File: config.mk
export PLATFORM = sky130hd
export DESIGN_NAME = cipher_uart_tx
export DESIGN_NICKNAME = d
export VERILOG_FILES = /design/src/rtl/cipher_uart_tx.sv
export SDC_FILE = /design/constraint.sdc
export NUM_CORES = 1
export LEC_CHECK = 0
export BUFFER_PORTS_ARGS = -buffer_cell sky130_fd_sc_hd__buf_4
export CAP_MARGIN = 0
export CORE_UTILIZATION = 65
export CTS_BUF_LIST = sky130_fd_sc_hd__clkbuf_16
export CTS_CLUSTER_DIAMETER = 50
export DETAILED_ROUTE_END_ITERATION = 10
export GPL_TIMING_DRIVEN = 0
export HOLD_SLACK_MARGIN = 0.05
export PLACE_DENSITY = 0.91
export SYNTH_ARGS = -nofsm -noshare
export SYNTH_HDL_FRONTEND = slang
export SYNTH_SLANG_ARGS = --single-unit
File: constraint.sdc
create_clock -name CLK -period 9.5 [get_ports CLK]
set_input_delay 1.425 -clock CLK [delete_from_list [all_inputs] [get_ports CLK]]
set_output_delay 1.425 -clock CLK [all_outputs]
set_load 0.01 [all_outputs]
File: src/rtl/cipher_uart_tx.sv
// Buffers Enigma ciphertext letters and sends them as ASCII over 8N1 UART.
// Define GROUP5_EN to insert a space frame after every fifth letter.
module cipher_uart_tx #(
  parameter int CLKS_PER_BIT = 10416,
  parameter int DEPTH        = 16
) (
  input  logic                     CLK,
  input  logic                     RST_N,
  input  logic [4:0]               LET,
  input  logic                     VALID,
  output logic                     TX,
  output logic                     BUSY,
  output logic                     FULL,
  output logic [$clog2(DEPTH):0]   COUNT,
  output logic                     OVF
);

  localparam int AW = $clog2(DEPTH);
  localparam int CW = AW + 1;
  localparam int BW = $clog2(CLKS_PER_BIT);
  localparam logic [BW-1:0] BMAX = BW'(CLKS_PER_BIT - 1);
  localparam logic [CW-1:0] CMAX = CW'(DEPTH);

  typedef enum logic [2:0] {
    IDLE,
    START,
    DATA,
    STOP
`ifdef GROUP5_EN
    ,
    SPACE_START,
    SPACE_DATA,
    SPACE_STOP
`endif
  } state_t;

  state_t          state, state_n;
  logic [4:0]      mem [DEPTH];
  logic [AW-1:0]   wptr, rptr;
  logic [CW-1:0]   count;
  logic            ovf;
  logic [BW-1:0]   baud, baud_n;
  logic [2:0]      idx, idx_n;
  logic [7:0]      byte_q, byte_n;
  logic            pop, wr, let_ok, bit_end;
`ifdef GROUP5_EN
  logic [2:0]      group, group_n;
`endif

  assign FULL    = (count == CMAX);
  assign COUNT   = count;
  assign OVF     = ovf;
  assign BUSY    = (state != IDLE);
  assign let_ok  = (LET <= 5'd25);
  assign pop     = (state == IDLE) && (count != '0);
  // A full FIFO still accepts when the head leaves on the same edge
  assign wr      = VALID && let_ok && (!FULL || pop);
  assign bit_end = (baud == BMAX);

  always_ff @(posedge CLK) begin
    if (wr) mem[wptr] <= LET;
  end

  always_ff @(posedge CLK or negedge RST_N) begin
    if (!RST_N) begin
      wptr  <= '0;
      rptr  <= '0;
      count <= '0;
      ovf   <= 1'b0;
    end else begin
      if (wr)  wptr <= wptr + 1'b1;
      if (pop) rptr <= rptr + 1'b1;
      if (wr && !pop)      count <= count + 1'b1;
      else if (!wr && pop) count <= count - 1'b1;
      if (VALID && !wr) ovf <= 1'b1;
    end
  end

  always_ff @(posedge CLK or negedge RST_N) begin
    if (!RST_N) begin
      state  <= IDLE;
      baud   <= '0;
      idx    <= '0;
      byte_q <= '0;
`ifdef GROUP5_EN
      group  <= '0;
`endif
    end else begin
      state  <= state_n;
      baud   <= baud_n;
      idx    <= idx_n;
      byte_q <= byte_n;
`ifdef GROUP5_EN
      group  <= group_n;
`endif
    end
  end

  always_comb begin
    state_n = state;
    baud_n  = baud + 1'b1;
    idx_n   = idx;
    byte_n  = byte_q;
`ifdef GROUP5_EN
    group_n = group;
`endif
    unique case (state)
      IDLE: begin
        baud_n = '0;
        if (count != '0) begin
          state_n = START;
          byte_n  = 8'h41 + {3'b000, mem[rptr]};
        end
      end
      START: begin
        if (bit_end) begin
          state_n = DATA;
          baud_n  = '0;
          idx_n   = '0;
        end
      end
      DATA: begin
        if (bit_end) begin
          baud_n = '0;
          if (idx == 3'd7) state_n = STOP;
          else             idx_n   = idx + 3'd1;
        end
      end
      STOP: begin
        if (bit_end) begin
          baud_n  = '0;
          state_n = IDLE;
`ifdef GROUP5_EN
          if (group == 3'd4) begin
            state_n = SPACE_START;
            group_n = '0;
            byte_n  = 8'h20;
          end else begin
            group_n = group + 3'd1;
          end
`endif
        end
      end
`ifdef GROUP5_EN
      SPACE_START: begin
        if (bit_end) begin
          state_n = SPACE_DATA;
          baud_n  = '0;
          idx_n   = '0;
        end
      end
      SPACE_DATA: begin
        if (bit_end) begin
          baud_n = '0;
          if (idx == 3'd7) state_n = SPACE_STOP;
          else             idx_n   = idx + 3'd1;
        end
      end
      SPACE_STOP: begin
        if (bit_end) begin
          baud_n  = '0;
          state_n = IDLE;
        end
      end
`endif
      default: begin
        state_n = IDLE;
        baud_n  = '0;
      end
    endcase
  end

  always_comb begin
    TX = 1'b1;
    unique case (state)
      START: TX = 1'b0;
      DATA:  TX = byte_q[idx];
`ifdef GROUP5_EN
      SPACE_START: TX = 1'b0;
      SPACE_DATA:  TX = byte_q[idx];
`endif
      default: TX = 1'b1;
    endcase
  end

endmodule

# Yosys cells after proc, flatten, opt, wreduce, memory -nomap -nowiden
# Memories as Yosys holds them, arrays and structs flattened.
# Index checks and enable logic that the tools add are counted.
# Widths: inputs -> output; s select.
word_totals:
  ramBits: 80
  n_memories: 1
  out_inout_bits: 9
  register_bits: 42
  latch_bits: 0
  wordCells: 67
  romBits: 0
  in_bits: 8
classes:
  n_mul: 0
  shifts: 0
  magnitude_cmp: 2
  n_bitwise: 0
  eq_ne: 12
  mux: 18
  reduce_logical: 19
  add_sub_neg: 7
  div: 0
mem_list:
  columns: ["name", "depth", "width", "read_ports", "rd_clocked_by_memory_dff", "wr", "line_no", "rtl"]
  rows:
  - ["mem", 16, 5, 1, 0, 1, "38", "logic [4:0] mem [DEPTH];"]
op_table:
  columns: ["operator", "n"]
  rows:
  - ["$mux 14", 2]
  - ["$mux 3", 7]
  - ["$add 14x1->14 const B", 1]
  - ["$eq 14x14->1 const B", 1]
  - ["$pmux 3 s4", 1]
  - ["$mux 5", 2]
  - ["$ne 2x2->1 const B", 5]
  - ["$add 4x1->4 const B", 2]
  - ["$add 7x5->8 const A", 1]
  - ["$eq 3x2->1 const B", 2]
  - ["$logic_and 1x1->1", 6]
  - ["$pmux 3 s2", 1]
  - ["$add 5x1->5 const B", 1]
  - ["$eq 5x5->1 const B", 1]
  - ["$le 5x5->1 const B", 1]
  - ["$reduce_and 5->1", 1]
  - ["$reduce_bool 5->1", 1]
  - ["$sub 5x1->5 const B", 1]
  - ["$lt 3x4->1 const B", 1]
  - ["$reduce_and 4->1", 1]
  - ["$reduce_bool 2->1", 2]
  - ["$add 3x1->3 const B", 1]
  - ["$bmux 1 s3", 1]
  - ["$eq 3x1->1 const B", 1]
  - ["10 further kinds", 14]

# Depth between registers and ports, before layout
# Gate-level depths: netlist of run 1.
depth:
  depth_word: 8
  depth_mapped: 14
  mapped_depth_nobuf: 13

# Worst setup path before layout of run 1
# OpenSTA, ideal clock, no wires.
synth_timing:
  path_type: "input to register"
  start: "input port LET[1]"
  end: "register count[4], in the netlist COUNT[4]"
  path_buffers: 0
  t_arrival_ns: 3.392
  t_required_ns: 9.420
  setup_ns: 0.080
  path_stages: 11
  path_slack_ns: 6.028
  cell_sequence: "o211ai_1 > o311ai_4 > inv_4 > ha_1 > inv_1 > ha_1 > nor2b_1 > o21a_1 > or3_1 > a21oi_1 > xnor2_1"
synth_between:
  elab_chain_len: 6
  elab_cells_between_ends: 8
  classes_between: "order compare: 1; mux: 1; reduce/logical: 6"
synth_lines:
  columns: ["item", "line_no", "rtl"]
  rows:
  - ["from (decl)", "9", "input logic [4:0] LET,"]
  - ["$le 5x5->1 *", "54", "assign let_ok = (LET <= 5'd25);"]
  - ["$logic_and 1x1->1 * (2 in series)", "57", "assign wr = VALID && let_ok && (!FULL || pop);"]
  - ["via wr", "45", "logic pop, wr, let_ok, bit_end;"]
  - ["$logic_not 1->1", "74", "else if (!wr && pop) count <= count - 1'b1;"]
  - ["$logic_and 1x1->1", "74", null]
  - ["$reduce_bool 2->1 (no line)", null, null]
  - ["to (signal assigned)", "73", "if (wr && !pop) count <= count + 1'b1;"]
  - ["to (signal assigned)", "74", null]
  - ["to (decl)", "40", "logic [CW-1:0] count;"]
# The timed path passes the listed nets; every way through them passes the cells marked *.
# A chain may end at the register's enable or synchronous reset.

# Worst setup path after layout of run 1
layout_timing:
  start: "register count[1], in the netlist COUNT[1]"
  end: "register count[4], in the netlist COUNT[4]"
layout_between:
  elab_chain_len: 7
  elab_cells_between_ends: 15
  classes_between: "add/sub: 2; eq/ne: 1; mux: 2; reduce/logical: 10"
layout_lines:
  columns: ["item"]
  rows:
  - ["branches (longest 7 deep; another with $sub 5x1->5)"]
# Parallel ways; which one is timed is not known. The select of a mux whose other input is x is not followed.

==> reports/metrics.csv, run 1 <==
metric,value,unit
"FF+latch count, synth",120,
VDD IR-drop max,208,uV
H-tree depth,4,
compound-cell area share of the yosys netlist,6.26,%
"Reg clk slew, reported paths",0.06,ns
DRT iter0 DRCs,341,
Yosys warnings,0,
cells along the critical path,or4_4 -> nor2_1 -> nor2_1 -> inv_1 -> buf_2 -> ha_1 -> inv_1 -> ha_1 -> nor2b_1 -> o21a_1 -> or3_1 -> a21oi_1 -> xnor2_1,
Longest Clk Path Bufs,2,
Clock Tree Root,clkbuf_16,
Via density,6.83,
area grow syn2layout,14.5,%
"Async S/R FF share, synth",33.3,%
chip width,92.8,um
xor/xnor share of the synthesized area,3.27,%
Synth top area share,44.8,%
"Seq/Total Area, Yosys",63.5,%
Pwr Density,237,mW/mm^2
vias in the first global route,3522,
Pleak,2.31,nW
Critical Path Max Stage Delay,0.60,ns
first-pass GRT wire length,20.1,mm
Critical Path End Type,flop,
number of I/O pins,17,
Synth Area in Simple Gates,9.62,%
cell taking the most area after synthesis,edfxtp_1,
Skew-Pair Late Insertion Delay,0.42,ns
Max Cap Viol,0,
initial antenna violation count,0,
slowest cell on the critical path,or4_4,
Worst-Margin Slew,1.21,ns
initial core utilization,68.3,%
Hold Fails Final Rpt,0,
mapped cell area,0.00536,mm^2
storage element area,0.00340,mm^2
Critical Path Source Type,flop,
largest family of logic cells by synthesized area,multiplexers,
final setup vio count,0,
outcome,"finished, final reports clean",
Overall Global Routing Usage,33.4,%
Core Area,0.00785,mm^2
area occupied by multi-input gates,0.00183,mm^2
via count,3451,
Mapped Nets,383,
mux cell area share after synthesis,10.2,%
Detail Placement HPWL,7.34,mm
DRT antenna net count,0,
Yosys cell types,52,
Nets,418,
synth top area cells,"edfxtp_1, dfrtp_1, mux4_2",
Worst slew margin,18.3,%
port bufs,16,
CTS tree,done,
"Slew Viols, Final",0,
ant diodes,0,
Fin Hold WS,0.479,ns
setup_tns,0,ns
largest net degree at the start of global routing,41,
fmax,0.265,GHz
DRC viols,0,
Final min period,3.77,ns
most frequent cells in the layout,"edfxtp_1, dfrtp_1, nand2_1, nor2_1, ha_1",
final worst-path cycle share,39.7,%
WL final,13.1,mm
Post-synth EDFFs,80,
Adder-Cell Fraction of Synth Area,4.81,%
Hold Buf Count CTS,0,
"Top FF cell, synth",edfxtp_1,
Num CTS Buffers,17,
DIE HEIGHT,92.8,um
Critical Path RT,9.84,ns
CTS Sinks,120,
Congestion Overflow GR,0,
CP Class,flop to flop,
unrepaired setup endpoints after global routing,no,
Initial DRT Pass Iterations,5,
post-DR wirelength/cell,25.9,um
Rows,32,
post_cts resized,0,
critical path arrival,4.11,ns
Worst Hold Class,flop to flop,
die area,0.00861,mm^2
Worst Clk Skew,0.00953,ns
fraction of layout instances using a drive strength above 1,20.6,%
maximum net fanout on the critical path,10,
gpl congestion,0.859,
"most common cell after layout, fill and taps aside",edfxtp_1,
Post-CTS Setup Repair Bufs,0,
Synth Instances,355,
post-synthesis area per instance,15.1,um^2
fillers,386,
sequential cells by signal (all words and copies together) (netlist names):
name    cells
COUNT       5
OVF         1
baud       14
byte_q      7
idx         3
mem        80
rptr        4
state       2
wptr        4
routing by layer:
layer	GRT usage, %	wire length [um]	up-vias
met4	17.9	525	0
met2	56.0	6730	282
met5	0	0	-
li1	-	-	1412
met3	7.14	1240	54
met1	40.5	4590	1703
critical path, delay by kind of cell (launching register included):
kind,cells,cell delay [ns]
DFF,1,0.46
adders and majority gates,2,0.61
xor gates and xnor gates,1,0.13
buffers and inverters,3,0.54
and+or+nand+nor,5,1.56
AOI/OAI and AO/OA,2,0.37
per-stage QoR:
stage / worst slack [ns] / std cells / instance area [um^2] / util, % / power (W)
after floorplan: 6.03 / 355 / 5360 / - / 0.000779
after global placement: 5.69 / 473 / 5610 / 71.4 / 0.000837
after detailed placement: 5.61 / 473 / 5610 / 71.4 / 0.000853
after CTS: 5.78 / 505 / 6140 / 78.2 / 0.00145
after global routing: 5.64 / 505 / 6140 / 78.2 / 0.00149
final: 5.73 / 505 / 6140 / 78.2 / 0.00146
path summary, 6_finish.rpt:
kind | startpoint | endpoint | slack (ns) | depth (start not counted)
setup / recovery | COUNT[1]$_DFFE_PN0P_ | COUNT[4]$_DFFE_PN0P_ | 5.73 | 13
max in group asynchronous | RST_N | baud[5]$_DFF_PN0_ | 8.15 | 1
hold / removal | byte_q[6]$_DFFE_PN0P_ | byte_q[6]$_DFFE_PN0P_ | 0.48 | 1
hold reg to reg | byte_q[6]$_DFFE_PN0P_ | byte_q[6]$_DFFE_PN0P_ | 0.48 | 1
setup reg to reg | COUNT[1]$_DFFE_PN0P_ | COUNT[4]$_DFFE_PN0P_ | 5.73 | 13
min in group asynchronous | RST_N | idx[1]$_DFFE_PN0P_ | 0.99 | 1
synthesized netlist by cell type (7+ instances only):
master and number:
o21ai_0 12, nor2_1 19, dfrtp_1 40, and2_1 10
xnor2_1 12, nand2_1 30, mux4_2 18, xor2_1 8
edfxtp_1 80, ha_1 19, inv_1 14, a22oi_1 7
report_power, final:
group          internal, W  switching, W
clock             0.000331      0.000244
sequential        0.000608     0.0000333
combinational    0.0000927      0.000147
cell type report:
class	count	area share (%)
Timing Repair Buffer	16	1.96
Buffer	11	1.06
Clock buffer	17	6.93
Sequential cell	120	55.5
Multi-Input combinational cell	209	29.8
Clock inverter	15	1.71
Inverter	15	0.958
Tap cell	102	2.08
kinds of logic after synthesis:
logic type                 after synthesis
AOI/OAI and AO/OA                       44
adders and majority gates               20
buffers and inverters                   26
muxes                                   27
and+or+nand+nor                         98
xor gates and xnor gates                20
DFF                                    120
No activity file was read; power rests on OpenSTA's default activity.
==> run 2, diff against run 1 <==
- CORE_UTILIZATION: 65 -> 62
- PLACE_DENSITY: 0.91 -> 0.88
- clock period: 9.5 -> 3.9 ns (I/O delays scaled with it)
==> run 2 against run 1 <==
Against the previous run: cell area increased by 0.84%; non-clock buffer count unchanged; hold slack got worse by 0.33 ns; routed wire length decreased by 9.1%; register-to-register slack got worse by 5.5 ns; core utilization decreased by 3.6 points; sequential share of layout area decreased by 0.46 points; flip-flop and latch count unchanged; clock power increased to 2.7 times the previous value; first-iteration DRC count decreased by 7.9%.
==> reports/metrics.csv, run 2 (synthesis gave the netlist of run 1 again) <==
metric,value,unit
DIE HEIGHT,95.0,um
Clock Tree Root,clkbuf_16,
critical path arrival,3.99,ns
sw frac,26.9,%
Critical Path End Type,flop,
Congestion Overflow GR,0,
Placed Cells,476,
Hold Buf Count CTS,0,
storage element area,0.00340,mm^2
fraction of layout instances using a drive strength above 1,20.8,%
Nets,418,
Critical Path RT,4.23,ns
area grow syn2layout,15.5,%
fillers,444,
Via density,6.47,
Rows,33,
sequential share of power,42.9,%
Detail Placement HPWL,7.18,mm
Post-CTS Setup Repair Bufs,0,
most frequent cells in the layout,"edfxtp_1, dfrtp_1, nand2_1, nor2_1, ha_1",
post-DR wirelength/cell,23.4,um
maximum net fanout on the critical path,10,
Layout Cells excl Fill,508,
Biggest register,mem,
Pint,0.00264,W
"most common cell after layout, fill and taps aside",edfxtp_1,
port bufs,16,
DRT iter0 DRCs,314,
largest net degree at the start of global routing,41,
vias in the first global route,3423,
CTS Sinks,120,
slowest cell on the critical path,or4_4,
Pleak,2.34,nW
ant diodes,0,
Max Cap Viol,0,
Worst-Margin Slew,1.25,ns
Num CTS Buffers,17,
VDD IR-drop max,549,uV
Worst Clk Skew,0.0114,ns
top flop regs,"mem x80, baud x14, byte_q x7",
fmax,0.273,GHz
final setup vio count,0,
H-tree depth,4,
"Slew Viols, Final",0,
final worst-path cycle share,93.8,%
Core Area,0.00830,mm^2
gpl congestion,0.833,
DRT antenna net count,0,
cells along the critical path,or4_4 -> nor2_1 -> nor2_1 -> inv_1 -> buf_2 -> ha_1 -> inv_1 -> ha_1 -> nor2b_1 -> o21a_1 -> or3_1 -> a21oi_1 -> xnor2_1,
die area,0.00902,mm^2
DRC viols,0,
post_cts resized,0,
final worst-path setup slack,0.240,ns
Critical Path Max Stage Delay,0.60,ns
"Reg clk slew, reported paths",0.06,ns
number of I/O pins,17,
setup_tns,0,ns
unrepaired setup endpoints after global routing,no,
Worst slew margin,15.4,%
initial core utilization,64.6,%
Hold Fails Final Rpt,0,
Pwr Density,584,mW/mm^2
Logic pwr share,14.9,%
Skew-Pair Late Insertion Delay,0.41,ns
CTS tree,done,
Critical Path Source Type,flop,
via count,3289,
area occupied by multi-input gates,0.00183,mm^2
sw power,0.000973,W
first-pass GRT wire length,18.8,mm
Initial DRT Pass Iterations,6,
CP Class,flop to flop,
Longest Clk Path Bufs,2,
max reg flops,80,
Final min period,3.66,ns
initial antenna violation count,0,
Clk pwr share,42.2,%
pre-CTS setup slack,0.333,ns
WL final,11.9,mm
Worst Hold Class,primary input to asynchronous set/reset pin,
outcome,"finished, final reports clean",
chip width,95.0,um
Overall Global Routing Usage,29.8,%
-- run 2: cell types whose count changed in the layout (fill, tap and decap cells not counted) --
cell / before / now
bufinv_16: 0 / 2
clkinv_2: 2 / 3
clkinv_1: 2 / 1
clkinv_4: 2 / 3
clkinvlp_4: 7 / 4
-- run 2: final cells by class --
type                    instances  area share, %
inverters                      15          0.950
clock inverters                15           2.47
repair buffers                 16           1.94
clock buffers                  17           6.87
multi-input cells             209           29.6
well taps                     105           2.12
flip-flops and latches        120           55.0
plain buffers                  11           1.05
-- run 2: worst paths after layout --
kind                                         end  depth (start not counted)  slack (ns)             startpoint
min in group CLK                 OVF$_DFFE_PN0P_                          2        0.43                  VALID
min reg2reg                byte_q[6]$_DFFE_PN0P_                          1        0.47  byte_q[6]$_DFFE_PN0P_
min                           baud[13]$_DFF_PN0_                          1        0.15                  RST_N
max                         COUNT[4]$_DFFE_PN0P_                         13        0.24   COUNT[1]$_DFFE_PN0P_
max in group asynchronous    wptr[0]$_DFFE_PN0P_                          1        3.40                  RST_N
max reg2reg                 COUNT[4]$_DFFE_PN0P_                         13        0.24   COUNT[1]$_DFFE_PN0P_
-- run 2: power groups by stage --
stage | Sequential [W] | Clock (W) | Combinational [W]
finish | 0.00155 | 0.00153 | 0.000539
global route | 0.00156 | 0.00158 | 0.000588
CTS | 0.00155 | 0.00153 | 0.000537
detailed placement | 0.00157 | 0 | 0.000517
global placement | 0.00156 | 0 | 0.000479
floorplan | 0.00156 | 0 | 0.000336
-- run 2: per-stage QoR --
stage / power, W / util, % / hold slack, ns / cell area (um^2)
after global placement: 0.00204 / 67.6 / 0.449 / 5610
after CTS: 0.00361 / 74.6 / 0.150 / 6190
final: 0.00361 / 74.6 / 0.147 / 6190
after global routing: 0.00373 / 74.6 / 0.179 / 6190
after floorplan: 0.00190 / - / 0.289 / 5360
after detailed placement: 0.00209 / 67.6 / 0.463 / 5610
-- run 2: routing by layer --
layer	GRT usage, %	share of wire (%)	vias to the layer above
li1	-	-	1408
met1	37.6	39	1667
met2	49.0	51	180
met3	8.70	7.7	34
met4	11.4	2.7	0
met5	0	0	-
-- run 2: worst max-delay path: cells and delay by family, from the launching register on --
| kind | cells | cell delay [ns] |
|---|---|---|
| AND/OR/NAND/NOR | 5 | 1.53 |
| adder cells (fa/ha/maj) | 2 | 0.59 |
| buffers and inverters | 3 | 0.53 |
| flip-flops | 1 | 0.43 |
| AO/OA/AOI/OAI | 2 | 0.37 |
| XOR/XNOR | 1 | 0.13 |
==> run 3, diff against run 2 <==
- clock period: 3.9 -> 3.65 ns (I/O delays scaled with it)
==> run 3 against run 2 <==
Against the previous run: via count down 0.64%; critical path depth unchanged; core utilization is 0.12 points higher; total power increased by 7.0%; highest routed layer unchanged; global-route usage unchanged; critical path type unchanged; sequential share of layout area down 0.089 points; count of clock-buffer cells in the layout unchanged.
==> reports/metrics.csv, run 3 (synthesis gave the netlist of run 1 again) <==
metric,value,unit
ant diodes,0,
port bufs,16,
"Reg clk slew, reported paths",0.06,ns
Detail Placement HPWL,7.18,mm
Worst-Margin Slew,1.22,ns
Overall Global Routing Usage,29.8,%
Skew-Pair Late Insertion Delay,0.42,ns
Max Cap Viol,0,
critical path arrival,3.83,ns
CP Class,flop to flop,
DRT antenna net count,0,
Post-CTS Setup Repair Bufs,0,
DRC viols,0,
DRT iter0 DRCs,375,
Hold Fails Final Rpt,0,
"Slew Viols, Final",0,
fmax,0.285,GHz
Critical Path RT,3.98,ns
Worst Hold Class,primary input to asynchronous set/reset pin,
die area,0.00902,mm^2
chip width,95.0,um
fillers,446,
Nets,418,
Clock Tree Root,clkbuf_16,
Initial DRT Pass Iterations,6,
vias in the first global route,3423,
maximum net fanout on the critical path,10,
Biggest register,mem,
post-DR wirelength/cell,23.5,um
Worst slew margin,17.8,%
first-pass GRT wire length,18.8,mm
initial antenna violation count,0,
gpl congestion,0.833,
Longest Clk Path Bufs,2,
Util after Layout,74.7,%
Pleak,2.34,nW
max reg flops,80,
Fin Hold WS,0.111,ns
initial core utilization,64.6,%
CTS tree,done,
"most common cell after layout, fill and taps aside",edfxtp_1,
fraction of layout instances using a drive strength above 1,21.3,%
most frequent cells in the layout,"edfxtp_1, dfrtp_1, nand2_1, ha_1, mux4_2",
Worst Clk Skew,0.0120,ns
largest net degree at the start of global routing,41,
Hold Buf Count CTS,0,
top flop regs,"mem x80, baud x14, byte_q x7",
Congestion Overflow GR,0,
CTS Sinks,120,
Overall Power,0.00387,W
Rows,33,
Final min period,3.50,ns
number of I/O pins,17,
Num CTS Buffers,17,
Critical Path End Type,flop,
DIE HEIGHT,95.0,um
Pwr Density,624,mW/mm^2
area grow syn2layout,15.7,%
VDD IR-drop max,583,uV
Core Area,0.00830,mm^2
Via density,6.43,
outcome,"finished, final reports clean",
final worst-path cycle share,96.0,%
H-tree depth,4,
r2r setup slk,0.15,ns
WL final,12.0,mm
via count,3268,
final setup vio count,0,
Critical Path Source Type,flop,
==> run 3: metal layers <==
metal	routed length (um)	track usage, %	vias up
met5	0	0	-
met3	975	8.70	34
met2	6090	49.0	175
li1	-	-	1407
met1	4560	37.6	1652
met4	325	11.4	0
==> run 3: path summary, 6_finish.rpt <==
path | startpoint | cells past startpoint | to
setup reg to reg | COUNT[1]$_DFFE_PN0P_ | 13 | COUNT[4]$_DFFE_PN0P_
setup / recovery | COUNT[1]$_DFFE_PN0P_ | 13 | COUNT[4]$_DFFE_PN0P_
min in group CLK | VALID | 2 | OVF$_DFFE_PN0P_
hold reg to reg | byte_q[6]$_DFFE_PN0P_ | 1 | byte_q[6]$_DFFE_PN0P_
hold / removal | RST_N | 1 | baud[13]$_DFF_PN0_
max in group asynchronous | RST_N | 1 | wptr[0]$_DFFE_PN0P_
==> run 3: area by class of cell <==
class	instances	area [um^2]	share of cell area (%)
multi-input combinational	209	1840	29.7
clock inverter	15	153	2.46
tap	105	131	2.12
timing repair buffer	16	120	1.94
inverter	15	58.8	0.949
sequential	120	3400	54.9
buffer	11	65.1	1.05
clock buffer	17	425	6.86
==> run 3: critical path, cell delays in order, from the launching register on <==
cell	delay [ns]
dfrtp_1	0.43
or4_4	0.60
nor2_2	0.25
nor2_4	0.10
inv_1	0.12
buf_2	0.25
ha_1	0.27
inv_1	0.12
ha_1	0.32
nor2b_1	0.14
o21a_1	0.19
or3_1	0.31
a21oi_1	0.18
xnor2_1	0.13
==> run 3: power breakdown <==
part	leakage, nW	internal [W]	switching [W]
clock network	0.273	0.00100	0.000627
registers	1.22	0.00158	0.0000747
logic	0.847	0.000238	0.000341
total	2.34	0.00282	0.00104
==> run 3: metrics by stage <==
stage / setup TNS, ns / worst slack (ns) / area, um^2 / cells
6_report: 0 / 0.146 / 6200 / 508
4_1_cts: 0 / 0.0217 / 6190 / 508
5_1_grt: -0.00611 / -0.00611 / 6200 / 508
3_5_place_dp: 0 / 0.0827 / 5610 / 476
3_3_place_gp: 0 / 0.207 / 5610 / 476
2_1_floorplan: 0 / 0.587 / 5360 / 355
==> run 3: repair_timing <==
item                       4_1_cts  5_1_grt
hold endpoints to repair         0        0
setup endpoints to repair        0        1
resized for setup                0        3
